## src/rtl/if_fetch_unit.sv

```systemverilog
// Instruction-fetch stage: holds the fetch PC, issues one outstanding imem
// request at a time and buffers one instruction for decode.
module if_fetch_unit #(
    parameter logic [31:0] RESET_PC = 32'h0000_0000,
    parameter logic [31:0] NOP_INST = 32'h0000_0013
) (
    input  logic        clk,
    input  logic        rst,
    input  logic        ex_take_branch_in,
    input  logic [31:0] ex_target_PC_in,
    input  logic        id_stall_in,
    input  logic        Imem2proc_valid,
    input  logic [31:0] Imem2proc_data,
    output logic        proc2Imem_req,
    output logic [31:0] proc2Imem_addr,
    output logic [31:0] if_PC_out,
    output logic [31:0] if_NPC_out,
    output logic [31:0] if_IR_out,
    output logic        if_valid_inst_out
);

    typedef enum logic [1:0] {
        S_REQ   = 2'd0,
        S_WAIT  = 2'd1,
        S_FLUSH = 2'd2
    } state_e;

    state_e      state_q, state_d;
    logic [31:0] fetch_pc_q, fetch_pc_d;
    logic [31:0] ir_q, ir_d;
    logic [31:0] pc_q, pc_d;
    logic [31:0] npc_q, npc_d;
    logic        buf_valid_q, buf_valid_d;
    logic        consume;
    logic        req;
    logic        fill;

    always_comb begin
        consume = buf_valid_q & ~id_stall_in;
        req     = (state_q == S_REQ) & ~ex_take_branch_in
                  & (~buf_valid_q | consume);
        fill    = (state_q == S_WAIT) & Imem2proc_valid
                  & ~ex_take_branch_in;

        state_d     = state_q;
        fetch_pc_d  = fetch_pc_q;
        ir_d        = ir_q;
        pc_d        = pc_q;
        npc_d       = npc_q;
        buf_valid_d = buf_valid_q;

        if (ex_take_branch_in) begin
            // Redirect beats stall, fill and request; a response landing
            // this same cycle is the stale one, so no flush wait is needed.
            fetch_pc_d  = {ex_target_PC_in[31:2], 2'b00};
            buf_valid_d = 1'b0;
            ir_d        = NOP_INST;
            case (state_q)
                S_REQ:   state_d = S_REQ;
                S_WAIT,
                S_FLUSH: state_d = Imem2proc_valid ? S_REQ : S_FLUSH;
                default: state_d = S_REQ;
            endcase
        end else begin
            if (consume) begin
                buf_valid_d = 1'b0;
                ir_d        = NOP_INST;
            end
            if (fill) begin
                buf_valid_d = 1'b1;
                ir_d        = Imem2proc_data;
                pc_d        = fetch_pc_q;
                npc_d       = fetch_pc_q + 32'd4;
                fetch_pc_d  = fetch_pc_q + 32'd4;
            end
            case (state_q)
                S_REQ:   state_d = req ? S_WAIT : S_REQ;
                S_WAIT:  state_d = Imem2proc_valid ? S_REQ : S_WAIT;
                S_FLUSH: state_d = Imem2proc_valid ? S_REQ : S_FLUSH;
                default: state_d = S_REQ;
            endcase
        end
    end

    always_ff @(posedge clk) begin
        if (rst) begin
            state_q     <= S_REQ;
            fetch_pc_q  <= RESET_PC;
            ir_q        <= NOP_INST;
            pc_q        <= RESET_PC;
            npc_q       <= RESET_PC + 32'd4;
            buf_valid_q <= 1'b0;
        end else begin
            state_q     <= state_d;
            fetch_pc_q  <= fetch_pc_d;
            ir_q        <= ir_d;
            pc_q        <= pc_d;
            npc_q       <= npc_d;
            buf_valid_q <= buf_valid_d;
        end
    end

    assign proc2Imem_req     = req & ~rst;
    assign proc2Imem_addr    = fetch_pc_q;
    assign if_PC_out         = pc_q;
    assign if_NPC_out        = npc_q;
    assign if_IR_out         = ir_q;
    assign if_valid_inst_out = buf_valid_q;

endmodule

```

## config.mk

```make
export PLATFORM = sky130hd
export DESIGN_NAME = if_fetch_unit
export DESIGN_NICKNAME = d
export VERILOG_FILES = /design/src/rtl/if_fetch_unit.sv
export SDC_FILE = /design/constraint.sdc
export NUM_CORES = 1
export LEC_CHECK = 0
export BUFFER_PORTS_ARGS = -buffer_cell sky130_fd_sc_hd__buf_2
export CELL_PAD_IN_SITES_DETAIL_PLACEMENT = 2
export CELL_PAD_IN_SITES_GLOBAL_PLACEMENT = 2
export CORE_UTILIZATION = 30
export CTS_CLUSTER_SIZE = 25
export DETAILED_ROUTE_END_ITERATION = 12
export GPL_ROUTABILITY_DRIVEN = 0
export PLACE_DENSITY_LB_ADDON = 0.2
export SLEW_MARGIN = 15
export SYNTH_ARGS = -nofsm -noshare
export SYNTH_HDL_FRONTEND = slang
export SYNTH_SLANG_ARGS = --single-unit
```

## constraint.sdc

```tcl
create_clock -name clk -period 5.3 [get_ports clk]
set_input_delay 0.795 -clock clk [delete_from_list [all_inputs] [get_ports clk]]
set_output_delay 0.795 -clock clk [all_outputs]
set_load 0.01 [all_outputs]
```

* Word-level counts from Yosys, hierarchy flattened
Cells that the tools add are included.
Widths: inputs -> output; s select.
** Storage, ports and cells
- Register bits after elaboration :: 131
- Input port bits :: 69
- Output and inout port bits :: 130
- Logic and storage cells :: 39
** Cells by class
- Add/sub/neg operators :: 1
- Equal/unequal tests :: 2
- Multiplexer cells :: 12
- Bitwise operators :: 11
- Reductions and logical operators :: 6
** Operators by type and width (count)
- $mux 32 :: 4
- $add 32x3->32 const B :: 1
- $and 1x1->1 :: 6
- $mux 2 :: 3
- $pmux 2 s3 :: 1
- $mux 1 :: 4
- $not 1->1 :: 4
- $reduce_bool 2->1 :: 2
- $reduce_or 2->1 :: 2
- $eq 2x1->1 const B :: 1
- $eq 2x2->1 const B :: 1
- $logic_not 2->1 :: 1
- $reduce_and 2->1 :: 1
- $or 1x1->1 :: 1

* Depth between registers and ports, before layout
- Depth after elaboration :: 7
- Mapped depth :: 9
- Mapped depth without buffers :: 6

* Worst setup path after synthesis
Ideal clock, no wire load.
- Path kind :: input -> register
- From :: in Imem2proc_valid
- To :: reg fetch_pc_q[20] (netlist: proc2Imem_addr[20])
- Setup time :: 91 ps
- Arrival :: 2325 ps
- Data required time :: 5209 ps
- Path slack :: 2885 ps
- Cell stages on the path :: 6
- Buffers on the path :: 2
- Cell sequence :: clkbuf_1 -> nand4_1 -> or4_1 -> clkbuf_1 -> or3_1 -> a311oi_1
** On the way
- Word-level cells in the longest chain between the ends :: 3
** Ends and longest elaborated chain
- start: declaration :: line 12 : input logic Imem2proc_valid,
- $and 1x1->1 :: line 42 : fill = (state_q == S_WAIT) & Imem2proc_valid
- $and 1x1->1 :: line 43 : & ~ex_take_branch_in;
- $reduce_bool 2->1 (no line)
- end signal: assignment :: line 95 : fetch_pc_q <= fetch_pc_d;
- end: declaration :: line 29 : logic [31:0] fetch_pc_q, fetch_pc_d;
Every way passes these cells.
A chain may end at the register's enable or synchronous reset.

* Worst setup path in the final report
- From :: reg fetch_pc_q[6] (netlist: proc2Imem_addr[6])
- To :: reg npc_q[19] (netlist: if_NPC_out[19])
** On the way
- Word-level cells in the longest chain between the ends :: 1
** Ends and longest elaborated chain
- $add 32x3->32 :: line 73 : npc_d = fetch_pc_q + 32'd4;
- end signal: assignment :: line 91 : npc_q <= RESET_PC + 32'd4;
- end signal: assignment :: line 98 : npc_q <= npc_d;
- end: declaration :: line 32 : logic [31:0] npc_q, npc_d;
Every way passes these cells.

==> reports/metrics.csv <==
stage;metric;value;unit
run_status;status;finished clean;
timing;fin crit share;54.9;%
floorplan;Core ar.;18300;um^2
critical_path;critical path startpoint category;flop;
hold_path;Hold Path End;if_PC_out[13];
global_routing;GRT Residual Overflow;0;
pwr;peak supply drop;0.000205;V
timing;clk_skew;0.0146;ns
pwr;Cell Pwr Density;324;nW/um^2
finish;ANT cells;0;
floorplan;die width;139;um
yosys;Seq/Total Area, Yosys;44.1;%
timing;Max Clk Rate;344;MHz
clock_network;hold_buf cts;0;
place;Area after DPL;6650;um^2
critical_path;R2R Path Start;proc2Imem_addr[6];
global_routing;largest net degree at the start of global routing;88;
critical_path;Buf/Inv on CP;0;
timing;final setup fails;0;
finish;fraction of layout cells with a size suffix above 1;27.1;%
flow_run;number of max-cap violations;0;
place;I/O Buffers;190;
clock_network;Num CTS Buffers;17;
finish;multi-input logic area;2820;um^2
route;total routed wirelength;22.2;mm
global_routing;vias in the first global route;6379;
finish;Post-layout nets;913;
critical_path;CP delay by family, top;simple AND/OR/NAND/NOR gates;
clock_network;number of H-tree levels;4;
clock_network;Clock Path Buffers;2;
yosys;Most used DFF post-synth;dfxtp_1;
route;total number of vias;5930;
yosys;post-synthesis cell count;693;
floorplan;row count;49;
finish;Finished Cell Area;7210;um^2
critical_path;CP Class;reg2reg;
floorplan;initial cell density of the core;31.0;%
critical_path;CP max stage delay;0.93;ns
critical_path;peak fanout along the critical path;28;
critical_path;RR Endpoint;if_NPC_out[19];
hold_path;hold-critical path depth;2;
route;# DRC;0;
place;DP HPWL;15.5;mm
yosys;#FFs+latches synth;125;
floorplan;Die Y;139;um
global_routing;Tot GR Track Use;23.1;%
yosys;syn_area_per_cell;8.18;um^2
critical_path;Worst EP arrival;3.22;ns
yosys;number of enable flip-flop cells after synthesis;0;
pwr;Leak Pwr;2.86;nW
yosys;Yosys warnings;0;
route;post-route antenna net violation count;0;
timing;Sum Neg Setup Slack;0;ns
timing;post-layout min period;2.91;ns
critical_path;R2R cell count;4;
clock_network;post_cts resized;0;
route;initial DRC count;312;
critical_path;CP cell instances;nand4_1 > or4_1 > or4_1 > a311oi_1;
timing;RSZ-0062 raised after global routing;false;
route;Pre-antenna DRT Iters;5;
yosys;synth unique cells;51;
timing;fin. max-slew vios;0;
hold_path;Hold Crit Class;reg2reg;
timing;slew margin rel.;23.8;%
clock_network;worst skew pair latency;0.42;ns
critical_path;critical path's most frequent cell;or4_1;
yosys;Mapped Area;5670;um^2
global_routing;first-pass GRT wire length;34.9;mm
global_routing;initial antenna violation count;2;
finish;filler instances;2102;
finish;area added between synthesis and finish;27.1;%
critical_path;CP max stage cell;or4_1;
floorplan;die area;19500;um^2
floorplan;Ports;199;
clock_network;CTS root buf;clkbuf_16;
critical_path;reg2reg setup slack;2.39;ns
route;vias per cell;5.49;
clock_network;CTS tree;yes;
timing;Worst-Margin Slew;1.14;ns
timing;final hold vios;0;
critical_path;CP Capture Type;flop;
clock_network;setup bufs post-CTS;0;
yosys;asr flop ratio synth;0;%
finish;sequential cell area;2500;um^2
clock_network;Worst-path clk slew;0.06;ns
critical_path;CP required;5.62;ns
clock_network;CTS Sinks;125;
hold_path;Hold Crit Start;if_PC_out[13];
route;WL/cell;20.5;um
-- report_power, final --
group	total (W)	switching (W)	internal [W]
Combinational	0.000197	0.000121	0.0000765
Clock	0.00111	0.000487	0.000626
Sequential	0.00102	0.0000542	0.000969
Total	0.00233	0.000662	0.00167
-- cells in the final DEF (no fill, tap or decap), types with 5 or more instances in the layout --
cell	Yosys	layout
dfxtp_1	125	125
nand4_1	16	16
ha_1	5	5
xnor2_1	15	15
o31ai_1	8	8
o21ai_0	24	24
and4_1	12	12
buf_2	11	190
nor2_1	82	82
inv_1	14	14
nand3_1	13	13
a21oi_1	37	37
and3_1	6	6
a311oi_1	23	23
or3_1	12	12
nand2_1	89	89
conb_1	1	6
a211oi_1	25	25
buf_4	6	5
nor4_1	16	16
clkbuf_16	0	17
or4_1	12	12
a22oi_1	29	29
nor3_1	15	15
inv_6	0	6
-- stage by stage --
step | utilization [%] | setup slack [ns] | total power (W) | std cells | hold slack, ns
after detailed placement | 36.4 | 2.16 | 0.00124 | 1049 | 0.448
after CTS | 39.5 | 2.35 | 0.00236 | 1081 | 0.459
after global routing | 39.5 | 2.19 | 0.00243 | 1081 | 0.477
after floorplan | - | 2.88 | 0.00114 | 698 | 0.481
after global placement | 36.4 | 2.27 | 0.00123 | 1049 | 0.442
final | 39.5 | 2.39 | 0.00233 | 1081 | 0.456
-- per-layer routing --
layer	track usage [%]	vias to the layer above	share of wire, %	wire (um)
met3	5.82	31	5.0	1110
li1	-	2785	-	-
met2	40.9	177	50	11000
met1	27.1	2935	43	9640
met4	8.07	2	1.9	421
met5	0	-	0.036	8
-- layout make-up --
type / count / area share [%]
clock inverter: 14 / 1.68
timing repair buffer: 195 / 13.7
tap: 229 / 3.97
clock buffer: 18 / 6.09
multi-input combinational: 486 / 39.1
inverter: 14 / 0.729
sequential: 125 / 34.7
-- cells in the mapped netlist (3+ instances only) --
cell type,number,area share (%)
nand4_1,16,1.8
and2_1,3,0.33
or4_1,12,1.6
and4_1,12,1.9
nand3_1,13,1.1
buf_2,11,0.97
inv_1,14,0.93
xor2_1,3,0.46
a2111oi_0,4,0.62
dfxtp_1,125,44
buf_4,6,0.79
a211oi_1,25,3.3
a21oi_1,37,3.3
nand3b_1,3,0.40
a22oi_1,29,3.8
ha_1,5,1.1
o22ai_1,3,0.33
xnor2_1,15,2.3
buf_1,6,0.40
o21ai_0,24,2.1
nor4_1,16,1.8
nand2_1,89,5.9
or3_1,12,1.3
clkbuf_1,48,3.2
nor3_1,15,1.3
a311oi_1,23,3.6
and3_1,6,0.66
nor2_1,82,5.4
o31ai_1,8,1.1
-- worst max path at each step --
stage	start	endpoint	slack (ns)	cells after the start
2_1_floorplan	Imem2proc_valid	proc2Imem_addr[20]	2.88	6
3_3_place_gp	ex_take_branch_in	if_NPC_out[2]	2.27	6
3_5_place_dp	ex_take_branch_in	if_NPC_out[2]	2.16	6
4_1_cts	proc2Imem_addr[6]	if_NPC_out[19]	2.35	4
5_1_grt	proc2Imem_addr[6]	if_NPC_out[25]	2.19	4
6_report	proc2Imem_addr[6]	if_NPC_out[19]	2.39	4
-- state kept, by name, indices dropped and copies added, names as in the netlist --
name / flops
if_IR_out: 32
if_NPC_out: 30
if_PC_out: 30
proc2Imem_addr: 30
state_q: 2
if_valid_inst_out: 1
-- worst register-to-register path, stage by stage (launching register included) --
cell      delay, ns
dfxtp_1        0.57
nand4_1        0.38
or4_1          0.93
or4_1          0.65
a311oi_1       0.28
-- cells by family after synthesis --
family | count (synthesis) | share of synthesized area (%)
AOI/OAI and AO/OA | 167 | 20.2
xor gates and xnor gates | 18 | 2.78
adders and majority gates | 5 | 1.10
buffers and inverters | 87 | 6.55
DFF | 125 | 44.1
muxes | 1 | 0.177
other | 1 | 0.0661
and+or+nand+nor | 289 | 25.0
(Power assumes the default switching activity.)
